File: src/rtl/sram_pixel_fetch_if.sv
// rtl/sram_pixel_fetch_if.sv - SRAM read bus between the pixel fetch stage and the SRAM/arbiter
interface sram_pixel_fetch_if;
    logic [17:0] sram_addr;
    logic [15:0] sram_data;
    logic        sram_oe_n;
    logic        sram_req;

    modport master (
        output sram_addr,
        output sram_oe_n,
        output sram_req,
        input  sram_data
    );

    modport slave (
        input  sram_addr,
        input  sram_oe_n,
        input  sram_req,
        output sram_data
    );
endinterface

File: src/rtl/sram_pixel_fetch.sv
// rtl/sram_pixel_fetch.sv - two-tick scan-out stage: SRAM word fetch, byte select, colour decode, sync delay
module sram_pixel_fetch #(
    parameter bit MONO_DEFAULT = 1'b0,
    parameter bit HSYNC_POL    = 1'b0
) (
    input  logic                    clk50M,
    input  logic                    n_reset,
    input  logic                    pix_ce,
    input  logic                    enable,
    input  logic                    mono_sel,
    input  logic                    hsync_in,
    input  logic                    vsync_in,
    input  logic                    display_on_in,
    input  logic [18:0]             display_addr,
    sram_pixel_fetch_if.master      bus,
    output logic [1:0]              red,
    output logic [1:0]              green,
    output logic [1:0]              blue,
    output logic                    hsync_out,
    output logic                    vsync_out,
    output logic                    display_on_out,
    output logic                    frame_start
);

    // stage 1: captured timing plus the SRAM address it drives
    logic        s1_addr0_q, s1_addr0_d;
    logic        s1_hs_q,    s1_hs_d;
    logic        s1_vs_q,    s1_vs_d;
    logic        s1_de_q,    s1_de_d;
    logic        s1_first_q, s1_first_d;
    logic [17:0] addr_q,     addr_d;
    logic        oe_n_q,     oe_n_d;
    logic        req_q,      req_d;

    logic        mono_q,     mono_d;
    logic        armed_q,    armed_d;

    // stage 2: pixel and aligned sync outputs
    logic [1:0]  red_q,   red_d;
    logic [1:0]  green_q, green_d;
    logic [1:0]  blue_q,  blue_d;
    logic        hs_out_q, hs_out_d;
    logic        vs_out_q, vs_out_d;
    logic        de_out_q, de_out_d;
    logic        fs_q,     fs_d;

    logic [7:0]  byte_sel;
    logic        vs_rise;
    logic        unused_bits;

    assign byte_sel    = s1_addr0_q ? bus.sram_data[15:8] : bus.sram_data[7:0];
    assign vs_rise     = vsync_in & ~s1_vs_q;
    assign unused_bits = ^{byte_sel[5], byte_sel[2]};

    always_comb begin
        s1_addr0_d = s1_addr0_q;
        s1_hs_d    = s1_hs_q;
        s1_vs_d    = s1_vs_q;
        s1_de_d    = s1_de_q;
        s1_first_d = s1_first_q;
        addr_d     = addr_q;
        oe_n_d     = oe_n_q;
        req_d      = req_q;
        mono_d     = mono_q;
        armed_d    = armed_q;
        red_d      = red_q;
        green_d    = green_q;
        blue_d     = blue_q;
        hs_out_d   = hs_out_q;
        vs_out_d   = vs_out_q;
        de_out_d   = de_out_q;
        fs_d       = 1'b0;

        if (!enable) begin
            // bus released and pipeline flushed without waiting for a pixel strobe
            s1_addr0_d = 1'b0;
            s1_hs_d    = HSYNC_POL;
            s1_vs_d    = 1'b0;
            s1_de_d    = 1'b0;
            s1_first_d = 1'b0;
            addr_d     = 18'd0;
            oe_n_d     = 1'b1;
            req_d      = 1'b0;
            red_d      = 2'b00;
            green_d    = 2'b00;
            blue_d     = 2'b00;
            hs_out_d   = HSYNC_POL;
            vs_out_d   = 1'b0;
            de_out_d   = 1'b0;
        end else if (pix_ce) begin
            if (!s1_de_q) begin
                red_d   = 2'b00;
                green_d = 2'b00;
                blue_d  = 2'b00;
            end else if (mono_q) begin
                red_d   = byte_sel[7:6];
                green_d = byte_sel[7:6];
                blue_d  = byte_sel[7:6];
            end else begin
                red_d   = byte_sel[7:6];
                green_d = byte_sel[4:3];
                blue_d  = byte_sel[1:0];
            end
            hs_out_d = s1_hs_q;
            vs_out_d = s1_vs_q;
            de_out_d = s1_de_q;
            fs_d     = s1_first_q;

            if (vs_rise) begin
                mono_d  = mono_sel;
                armed_d = 1'b1;
            end
            // first visible pixel after a vsync rise carries the frame marker
            s1_first_d = armed_d & display_on_in;
            if (s1_first_d) begin
                armed_d = 1'b0;
            end

            s1_addr0_d = display_addr[0];
            s1_hs_d    = hsync_in;
            s1_vs_d    = vsync_in;
            s1_de_d    = display_on_in;
            addr_d     = display_addr[18:1];
            oe_n_d     = 1'b0;
            req_d      = 1'b1;
        end
    end

    always_ff @(posedge clk50M) begin
        if (!n_reset) begin
            s1_addr0_q <= 1'b0;
            s1_hs_q    <= HSYNC_POL;
            s1_vs_q    <= 1'b0;
            s1_de_q    <= 1'b0;
            s1_first_q <= 1'b0;
            addr_q     <= 18'd0;
            oe_n_q     <= 1'b1;
            req_q      <= 1'b0;
            mono_q     <= MONO_DEFAULT;
            armed_q    <= 1'b0;
            red_q      <= 2'b00;
            green_q    <= 2'b00;
            blue_q     <= 2'b00;
            hs_out_q   <= HSYNC_POL;
            vs_out_q   <= 1'b0;
            de_out_q   <= 1'b0;
            fs_q       <= 1'b0;
        end else begin
            s1_addr0_q <= s1_addr0_d;
            s1_hs_q    <= s1_hs_d;
            s1_vs_q    <= s1_vs_d;
            s1_de_q    <= s1_de_d;
            s1_first_q <= s1_first_d;
            addr_q     <= addr_d;
            oe_n_q     <= oe_n_d;
            req_q      <= req_d;
            mono_q     <= mono_d;
            armed_q    <= armed_d;
            red_q      <= red_d;
            green_q    <= green_d;
            blue_q     <= blue_d;
            hs_out_q   <= hs_out_d;
            vs_out_q   <= vs_out_d;
            de_out_q   <= de_out_d;
            fs_q       <= fs_d;
        end
    end

    assign bus.sram_addr  = addr_q;
    assign bus.sram_oe_n  = oe_n_q;
    assign bus.sram_req   = req_q;
    assign red            = red_q;
    assign green          = green_q;
    assign blue           = blue_q;
    assign hsync_out      = hs_out_q;
    assign vsync_out      = vs_out_q;
    assign display_on_out = de_out_q;
    assign frame_start    = fs_q;

endmodule

File: src/flat_wrapper.sv
// flat-port wrapper written by rule: the top's interface ports become plain ports
module sram_pixel_fetch_flat 
#(
    parameter bit MONO_DEFAULT = 1'b0,
    parameter bit HSYNC_POL    = 1'b0
)
  (clk50M, n_reset, pix_ce, enable, mono_sel, hsync_in, vsync_in, display_on_in, display_addr, red, green, blue, hsync_out, vsync_out, display_on_out, frame_start, bus_sram_addr, bus_sram_oe_n, bus_sram_req, bus_sram_data);
  sram_pixel_fetch_if bus_i ();
  input  logic clk50M;
  input  logic n_reset;
  input  logic pix_ce;
  input  logic enable;
  input  logic mono_sel;
  input  logic hsync_in;
  input  logic vsync_in;
  input  logic display_on_in;
  input  logic [18:0] display_addr;
  output logic [1:0] red;
  output logic [1:0] green;
  output logic [1:0] blue;
  output logic hsync_out;
  output logic vsync_out;
  output logic display_on_out;
  output logic frame_start;
  output wire logic [$bits(bus_i.sram_addr)-1:0] bus_sram_addr;
  output wire logic [$bits(bus_i.sram_oe_n)-1:0] bus_sram_oe_n;
  output wire logic [$bits(bus_i.sram_req)-1:0] bus_sram_req;
  input wire logic [$bits(bus_i.sram_data)-1:0] bus_sram_data;
  assign bus_sram_addr = bus_i.sram_addr;
  assign bus_sram_oe_n = bus_i.sram_oe_n;
  assign bus_sram_req = bus_i.sram_req;
  assign bus_i.sram_data = bus_sram_data;
  sram_pixel_fetch #(.MONO_DEFAULT(MONO_DEFAULT), .HSYNC_POL(HSYNC_POL)) u_core (.clk50M(clk50M), .n_reset(n_reset), .pix_ce(pix_ce), .enable(enable), .mono_sel(mono_sel), .hsync_in(hsync_in), .vsync_in(vsync_in), .display_on_in(display_on_in), .display_addr(display_addr), .bus(bus_i), .red(red), .green(green), .blue(blue), .hsync_out(hsync_out), .vsync_out(vsync_out), .display_on_out(display_on_out), .frame_start(frame_start));
endmodule
File: config.mk
export PLATFORM = sky130hd
export DESIGN_NAME = sram_pixel_fetch_flat
export DESIGN_NICKNAME = d
export VERILOG_FILES = /design/src/rtl/sram_pixel_fetch_if.sv /design/src/rtl/sram_pixel_fetch.sv /design/src/flat_wrapper.sv
export SDC_FILE = /design/constraint.sdc
export NUM_CORES = 1
export LEC_CHECK = 0
export BUFFER_PORTS_ARGS = -buffer_cell sky130_fd_sc_hd__buf_2
export CAP_MARGIN = 40
export CORE_MARGIN = 2
export CORE_UTILIZATION = 31
export DETAILED_ROUTE_END_ITERATION = 6
export HOLD_SLACK_MARGIN = 0.1
export SYNTH_ARGS = -nofsm -noshare
export SYNTH_HDL_FRONTEND = slang
export SYNTH_SLANG_ARGS = --single-unit
export TNS_END_PERCENT = 1
File: constraint.sdc
create_clock -name clk50M -period 3.05 [get_ports clk50M]
set_clock_uncertainty 0.15 [all_clocks]
set_input_delay 0.1525 -clock clk50M [delete_from_list [all_inputs] [get_ports clk50M]]
set_output_delay 0.1525 -clock clk50M [all_outputs]
set_load 0.005 [all_outputs]
==> results by stage, run 1 <==
Yosys:
- The portion of synthesized area spent on multiplexers is 19.5%.
- The commonest cells after synthesis are dfxtp_1 (37), nor2_1 (28), mux2i_1 (26).
- The most used flip-flop cell after synthesis is dfxtp_1.
- The dominant combinational cell family by area after synthesis is multiplexers.
- The xor and xnor fraction of the mapped netlist area is 0%.
- The compound-cell area share of the yosys netlist is 7.25%.
- For this run, asynchronously set or reset flops after synthesis account for 0%.
- After synthesis, the netlist uses 21 different library cells.
- After synthesis the netlist holds a flip-flop and latch count of 37.
- The summed instance area of the synthesized netlist is 1450 um^2.
- Counting flops with a built-in enable in the synthesized netlist gives 0.
- After synthesis, flip-flops and latches occupy 51.1% of the total area.
- Summing the areas of all fa, ha and maj instances in the mapped netlist gives 0% of the synthesized area.
- The largest area contributor in the synthesized netlist is dfxtp_1.
- The most common cell in the netlist is dfxtp_1.
- The net count after synthesis is 192.
- The share of Yosys cell area claimed by the top area cell type is 51.1%.
- Yosys attributes the largest share of cell area to dfxtp_1 (51%), mux2i_1 (18%), nor2_1 (7.2%).
- The synthesized netlist devotes 18.4% of its cell area to simple gates.
- Counting every instance in the synthesized netlist gives 149.
- After synthesis, the mean cell area works out to 9.73 um^2.
- During synthesis, Yosys emitted a total of 0 warnings.

Clocking:
- The buffers inserted during post-CTS setup optimization is 0.
- The clock network latency to the later pin of the worst-skew pair is 0.28 ns.
- The clock passes through at most 2 buffers.
- The TritonCTS buffer count is 5.
- The H-tree was split into 2 levels.
- The buffer cell driving the clock tree root is clkbuf_8.
- After clock tree synthesis, the clock-pin slew on the worst setup and hold paths is 0.07 ns.
- Counting every sink on the clock net gives 37.
- The CTS tree is done.

Global routing:
- The first global-routing pass estimated 5800 um of wire.
- Entering global routing, the biggest net connects 23 pins.
- Across every metal layer, demand over resource in global routing totals 14.3%.
- Summed over all layers, the global routing overflow is 0.
- The number of global-route vias before repair came to 1316.
- The initial antenna violation count was 0.

Run:
- The max-cap violation count is 0.

Worst setup path:
- The family of cells with the greatest summed delay on the critical path is buffers and inverters.
- The slowest stage of the critical path belongs to the cell dlygate4sd3_1.
- For this run, the slowest stage of the critical path takes 0.54 ns.
- The data required time at the worst endpoint is 3.07 ns.
- The number of buffers and inverters on the critical path is 3.
- Of all nets on the critical path, the largest fanout is 3.
- In this design, the critical path's most frequently occurring cell is dlygate4sd3_1.
- STA classifies the critical path endpoint as a register.
- The nature of the critical path startpoint is an input port.
- STA puts the critical path data arrival time at 1.80 ns.
- The category of the critical setup timing path is in2reg.
- The critical path goes through dlygate4sd3_1, buf_2, and4b_1, mux2i_1, nor2b_1, dlygate4sd3_1.

Placement:
- The count of buffers added on input and output ports is 68.
- The total half-perimeter wirelength after legalization and detailed placement is 2320 um.
- The post-place instance area is 1820 um^2.
- The last weighted congestion value of the routability-driven placer is 0.726.
- The number of placed instances, taps included, is 263.

Min path:
- The tightest min-delay check is of the in2reg type.

Floorplanning:
- The floorplan step defined a die boundary enclosing 5240 um^2.
- The number of placement rows is 24.
- From left edge to right edge, the die measures 72.4 um.
- The initial core utilization is 32.6%.
- 73 I/O pins were placed.
- The core box area is 4440 um^2.
- The height of the die is 72.4 um.

Timing:
- The worst slew margin relative to its limit is 68.0%.
- The clock period could shrink to 1.78 ns.
- Summed over all failing endpoints, the final setup total negative slack is 0 ns.
- In the finished design, the share of the clock period the worst path needs comes to 58.2%.
- The number of slew-limit violations in the final report came to 0.
- The slew of the pin with the lowest slew margin is 0.481 ns.
- Setup violations remaining at the end of the flow were counted as 0.
- The highest achievable clock rate is 563 MHz.
- The final hold violation count is 0.
- Setup repair after global routing left no endpoint under its margin.

Power:
- The largest voltage drop on the vdd net is 239 uV.
- The overall power is 963 uW.
- The total leakage power is 1.06 nW.
- Dividing total power by cell area gives a power density of 445 nW/um^2.

Layout:
- The post-layout instance area is 2170 um^2.
- The number of diodes added for antenna fixing is 0.
- Once layout is complete, the utilization of the core stands at 48.7%.
- The fraction of final layout cells sized beyond drive strength 1 is 32.0%.
- The final layout contains 287 nets.
- The area overhead of the layout relative to synthesis is 49.4%.
- The post-layout instance count excluding filler cells is 296.
- The number of filler cells placed in the layout is 451.

Route:
- The remaining number of nets flagged by the antenna check after routing is 0.
- Dividing the detail-routed wire length by the instance count gives 11.9 um.
- The final routed DRC violation total is 0.
- The routed wire length is 3530 um.
- The via count of the routed design is 1359.
- The number of detailed-routing iterations run before antenna repair is 6.
- The first routing iteration left 91 violations.
- The via density per instance is 4.59.

Outcome:
- The run finished with clean final reports.
[worst min-delay path: cells and delay by family]
family / cells / cell delay, ns
buffers and inverters: 1 / 0.07
AO/OA/AOI/OAI: 2 / 0.20
AND/OR/NAND/NOR: 1 / 0.11
[path summary, 6_finish.rpt]
path                                                         from                                 to  slack (ns)  depth (start not counted)
worst min-delay path                             bus_sram_data[1]        u_core.blue[1]$_SDFFE_PN0P_        0.14                          4
worst max-delay path                                       enable         u_core.mono_q$_SDFFE_PN0P_        1.27                          6
worst min register to register  u_core.bus.sram_oe_n$_SDFFE_PN1P_  u_core.bus.sram_oe_n$_SDFFE_PN1P_        0.31                          1
worst max register to register        u_core.s1_vs_q$_SDFFE_PN0P_         u_core.mono_q$_SDFFE_PN0P_        1.39                          4
[cell families after synthesis]
kind of cell,after synthesis
simple gates,57
mux,28
compound gates,18
flops,37
buf+inv,9
[placed cells by master (no fill, tap or decap), types with 4 or more instances in the layout]
cell type / n
o21ai_0: 8
and2_1: 4
nor2_1: 28
dfxtp_1: 37
mux2i_1: 26
dlygate4sd3_1: 26
nand2_1: 9
clkbuf_8: 6
nor2b_1: 10
buf_2: 68
a31oi_1: 4
[power breakdown]
group          internal, mW  total, mW  switching [mW]  leakage (nW)
logic                0.0706      0.118          0.0477         0.711
registers             0.496      0.504         0.00810         0.301
clock network         0.179      0.340           0.161        0.0443
[per-stage QoR]
| step | worst slack [ns] | hold WS, ns |
|---|---|---|
| floorplan | 1.95 | 0.131 |
| global placement | 1.56 | 0.234 |
| detailed placement | 1.53 | 0.243 |
| CTS | 1.28 | 0.122 |
| global route | 1.21 | 0.140 |
| finish | 1.27 | 0.136 |
[per-layer routing]
metal  part of all wire [%]  GRT usage [%]  routed length, um  up-vias
met4                    1.6           7.20                 58        0
li1                       -              -                  -      687
met1                     43           16.0               1520      609
met5                      0              0                  0        -
met3                    6.4           4.17                226        8
met2                     49           24.6               1730       55
[what timing repair did]
action / 4_1_cts / 5_1_grt
hold buffers: 26 / 0
endpoints found under the hold margin: 25 / 0
endpoints found under the setup margin: 0 / 0
gates resized for setup: 0 / 0
[cell type report]
| cell class | count | area (um^2) | share of cell area, % |
|---|---|---|---|
| Multi-Input combinational cell | 103 | 654 | 30.2 |
| Clock buffer | 7 | 86.3 | 3.99 |
| Tap cell | 52 | 65.1 | 3.00 |
| Timing Repair Buffer | 96 | 616 | 28.4 |
| Sequential cell | 37 | 741 | 34.2 |
| Inverter | 1 | 3.75 | 0.173 |
[state kept, by name, summed over array words and instances (netlist names)]
name and count:
u_core.s1_first_q 1, u_core.hsync_out 1, u_core.frame_start 1, u_core.s1_addr0_q 1, u_core.red 2, u_core.vsync_out 1
u_core.s1_de_q 1, u_core.bus.sram_req 1, u_core.armed_q 1, u_core.s1_vs_q 1, u_core.mono_q 1, u_core.blue 2
u_core.s1_hs_q 1, u_core.display_on_out 1, u_core.bus.sram_addr 18, u_core.bus.sram_oe_n 1, u_core.green 2
Power figures use the tool's default switching activity.
==> run 2, diff against run 1 <==
clock period = 1.7 ns   (was 3.05 ns; I/O delays follow)
==> results by stage, run 2 (same netlist as run 1, synthesis figures left out) <==
Outcome:
- The run finished with clean final reports.

Worst setup path:
- Grouping stages by cell kind, the critical path spends the most delay in buffers and inverters.
- The data required time at the worst endpoint came to 1.76 ns (-1.31 ns).
- The arrival time at the worst endpoint is 1.52 ns (-0.28 ns).
- The worst setup path is captured at a register.
- The critical path is of the reg2reg type.
- The stage delay of the slowest cell on the critical path is 0.56 ns (+0.02 ns).
- The largest individual stage delay along the critical path comes from the cell dlygate4sd3_1.
- The peak fanout along the critical path came to 4 (+1).
- The nature of the critical path startpoint is a register.
- The count of buffering cells on the critical path with inverters included is 1 (-2).
- Traced cell by cell, the critical path runs through nor2b_1, o211ai_1, dlygate4sd3_1, a21oi_1.

Clocking:
- In this run the clock root is driven by a clkbuf_8.
- The maximum root-to-sink buffer count was 2 (unchanged).
- The TritonCTS buffer count is 5 (unchanged).
- TritonCTS built the clock tree.
- The clock network latency to the later pin of the worst-skew pair is 0.28 ns (about the same).
- The number of H-tree levels was 2 (unchanged).
- The clock input transition at the sequential cells of the worst setup and hold paths came to 0.07 ns (about the same).
- The number of sinks handled by clock tree synthesis is 37 (unchanged).

Route:
- The final routed DRC violation total is 0 (unchanged).
- The via count of the routed design is 1397 (+2.8%).
- The routed wire length is 3920 um (+11%).
- The via density per instance is 4.54 (-1.2%).
- The number of DRC markers after the initial detailed-route iteration is 60 (-34%).
- The remaining number of nets flagged by the antenna check after routing was 0 (unchanged).
- The number of detailed-routing iterations run before antenna repair is 4 (-2).
- The per-cell routed wire length is 12.7 um (+6.6%).

Power:
- The overall power was 1.92 mW (+100%).
- The total power density per cell area was 835 nW/um^2 (+88%).
- The largest voltage drop on the vdd net came to 534 uV (+120%).
- The total leakage power is 1.11 nW (+5.5%).

Placement:
- The total half-perimeter wirelength after legalization and detailed placement is 2380 um (+2.5%).
- The number of buffer cells added on primary ports is 68 (unchanged).
- The last weighted congestion value of the routability-driven placer came to 0.727 (+0.19%).
- The instance count after placement with tap cells included was 264 (+0.38%).

Timing:
- The final count of negative-setup-slack endpoints is 0 (unchanged).
- The worst slew margin relative to its limit is 74.4% (+6.5 points).
- Based on the critical path, the design can be clocked at up to 689 MHz.
- The worst hold slack came to 0.102 ns (-0.0344 ns).
- The final hold violation count is 0 (unchanged).
- The slew of the pin with the lowest slew margin is 0.384 ns (-0.0969 ns).
- The clock period minus final worst setup slack is 1.45 ns.
- Setup repair after global routing left no endpoint under its margin.
- The number of slew-limit violations in the final report is 0 (unchanged).
- The final total negative setup slack is 0 ns (unchanged).
- The final worst-path cycle share is 85.4%.

Layout:
- The post-layout instance count excluding filler cells was 308 (+4.1%).
- The flip-flop count of the largest register after layout is 18 (unchanged).
- The post-layout net count came to 298 (+3.8%).
- The area growth from synthesis to layout is 58.8%.
- The fraction of final layout cells sized beyond drive strength 1 is 32.0% (+0.064 points).
- The final core area utilization was 51.8% (+3.1 points).
- Leaving out fill and tap cells, the most frequent cell in the layout is buf_2.
- The number of diodes added for antenna fixing is 0 (unchanged).
- Leaving out fill and tap cells, the most frequent cells in the layout are buf_2 (68), dfxtp_1 (36), dlygate4sd3_1 (35), nor2_1 (28), mux2i_1 (26).

Floorplanning:
- The top-level I/O count is 73 (unchanged).
- The initial core utilization is 32.6% (unchanged).
- The die outline width came to 72.4 um (unchanged).
- The die outline area was 5240 um^2 (unchanged).
- The number of placement rows came to 24 (unchanged).
- The core box area was 4440 um^2 (unchanged).
- The height of the die is 72.4 um (unchanged).

Run:
- The max-cap violation count is 0 (unchanged).

Global routing:
- The initial antenna violation count is 0 (unchanged).
- The total routing usage reported by global routing is 15.6% (+1.3 points).
- The total global routing overflow was 0 (unchanged).
- The wire length of the first global-routing pass is 6330 um (+9.3%).
- The pin count of the biggest net entering global routing is 36 (+57%).
- The number of global-route vias before repair is 1451 (+10%).

Min path:
- The type of the most critical hold path is in2reg.
-- run 2: what timing repair did --
action	4_1_cts	5_1_grt
resized for setup	0	1
hold buffers	35	1
setup endpoints to repair	0	1
setup buffers	0	1
endpoints found under the hold margin	33	1
-- run 2: worst min-delay path, stage by stage --
cell	delay, ns
buf_2	0.07
nor2b_1	0.10
o21ai_0	0.08
a31oi_1	0.16
-- run 2: power by group --
| part | switching, mW | internal (mW) |
|---|---|---|
| sequential | 0.0147 | 0.890 |
| combinational | 0.0919 | 0.143 |
| clock | 0.305 | 0.478 |
-- run 2: cell type report --
cell class / instances / area (um^2)
timing repair buffer: 107 / 721
clock buffer: 7 / 86.3
sequential: 37 / 742
inverter: 1 / 3.75
clock inverter: 1 / 30.0
fill: 432 / 2140
tap: 52 / 65.1
multi-input combinational: 103 / 654
-- run 2: per-layer routing --
metal / vias up / global-route usage, % / routed length [um]
li1: 711 / - / -
met3: 9 / 4.58 / 231
met2: 51 / 27.7 / 1900
met5: - / 0 / 0
met1: 626 / 17.1 / 1700
met4: 0 / 7.00 / 84
-- run 2: through the flow --
stage          setup slack, ns  instance area [um^2]
2_1_floorplan            0.604                  1450
3_3_place_gp             0.483                  1830
4_1_cts                 0.0200                  2290
3_5_place_dp             0.443                  1830
5_1_grt                  0.143                  2300
6_report                 0.248                  2300
-- run 2: final timing paths --
path / from / end / slack (ns) / cells past startpoint
setup / recovery: u_core.s1_vs_q$_SDFFE_PN0P_ / u_core.s1_first_q$_SDFFE_PN0P_ / 0.25 / 4
hold / removal: bus_sram_data[11] / u_core.green[0]$_SDFFE_PN0P_ / 0.10 / 4
setup reg to reg: u_core.s1_vs_q$_SDFFE_PN0P_ / u_core.s1_first_q$_SDFFE_PN0P_ / 0.25 / 4
hold reg to reg: u_core.s1_first_q$_SDFFE_PN0P_ / u_core.frame_start$_SDFF_PN0_ / 0.31 / 2
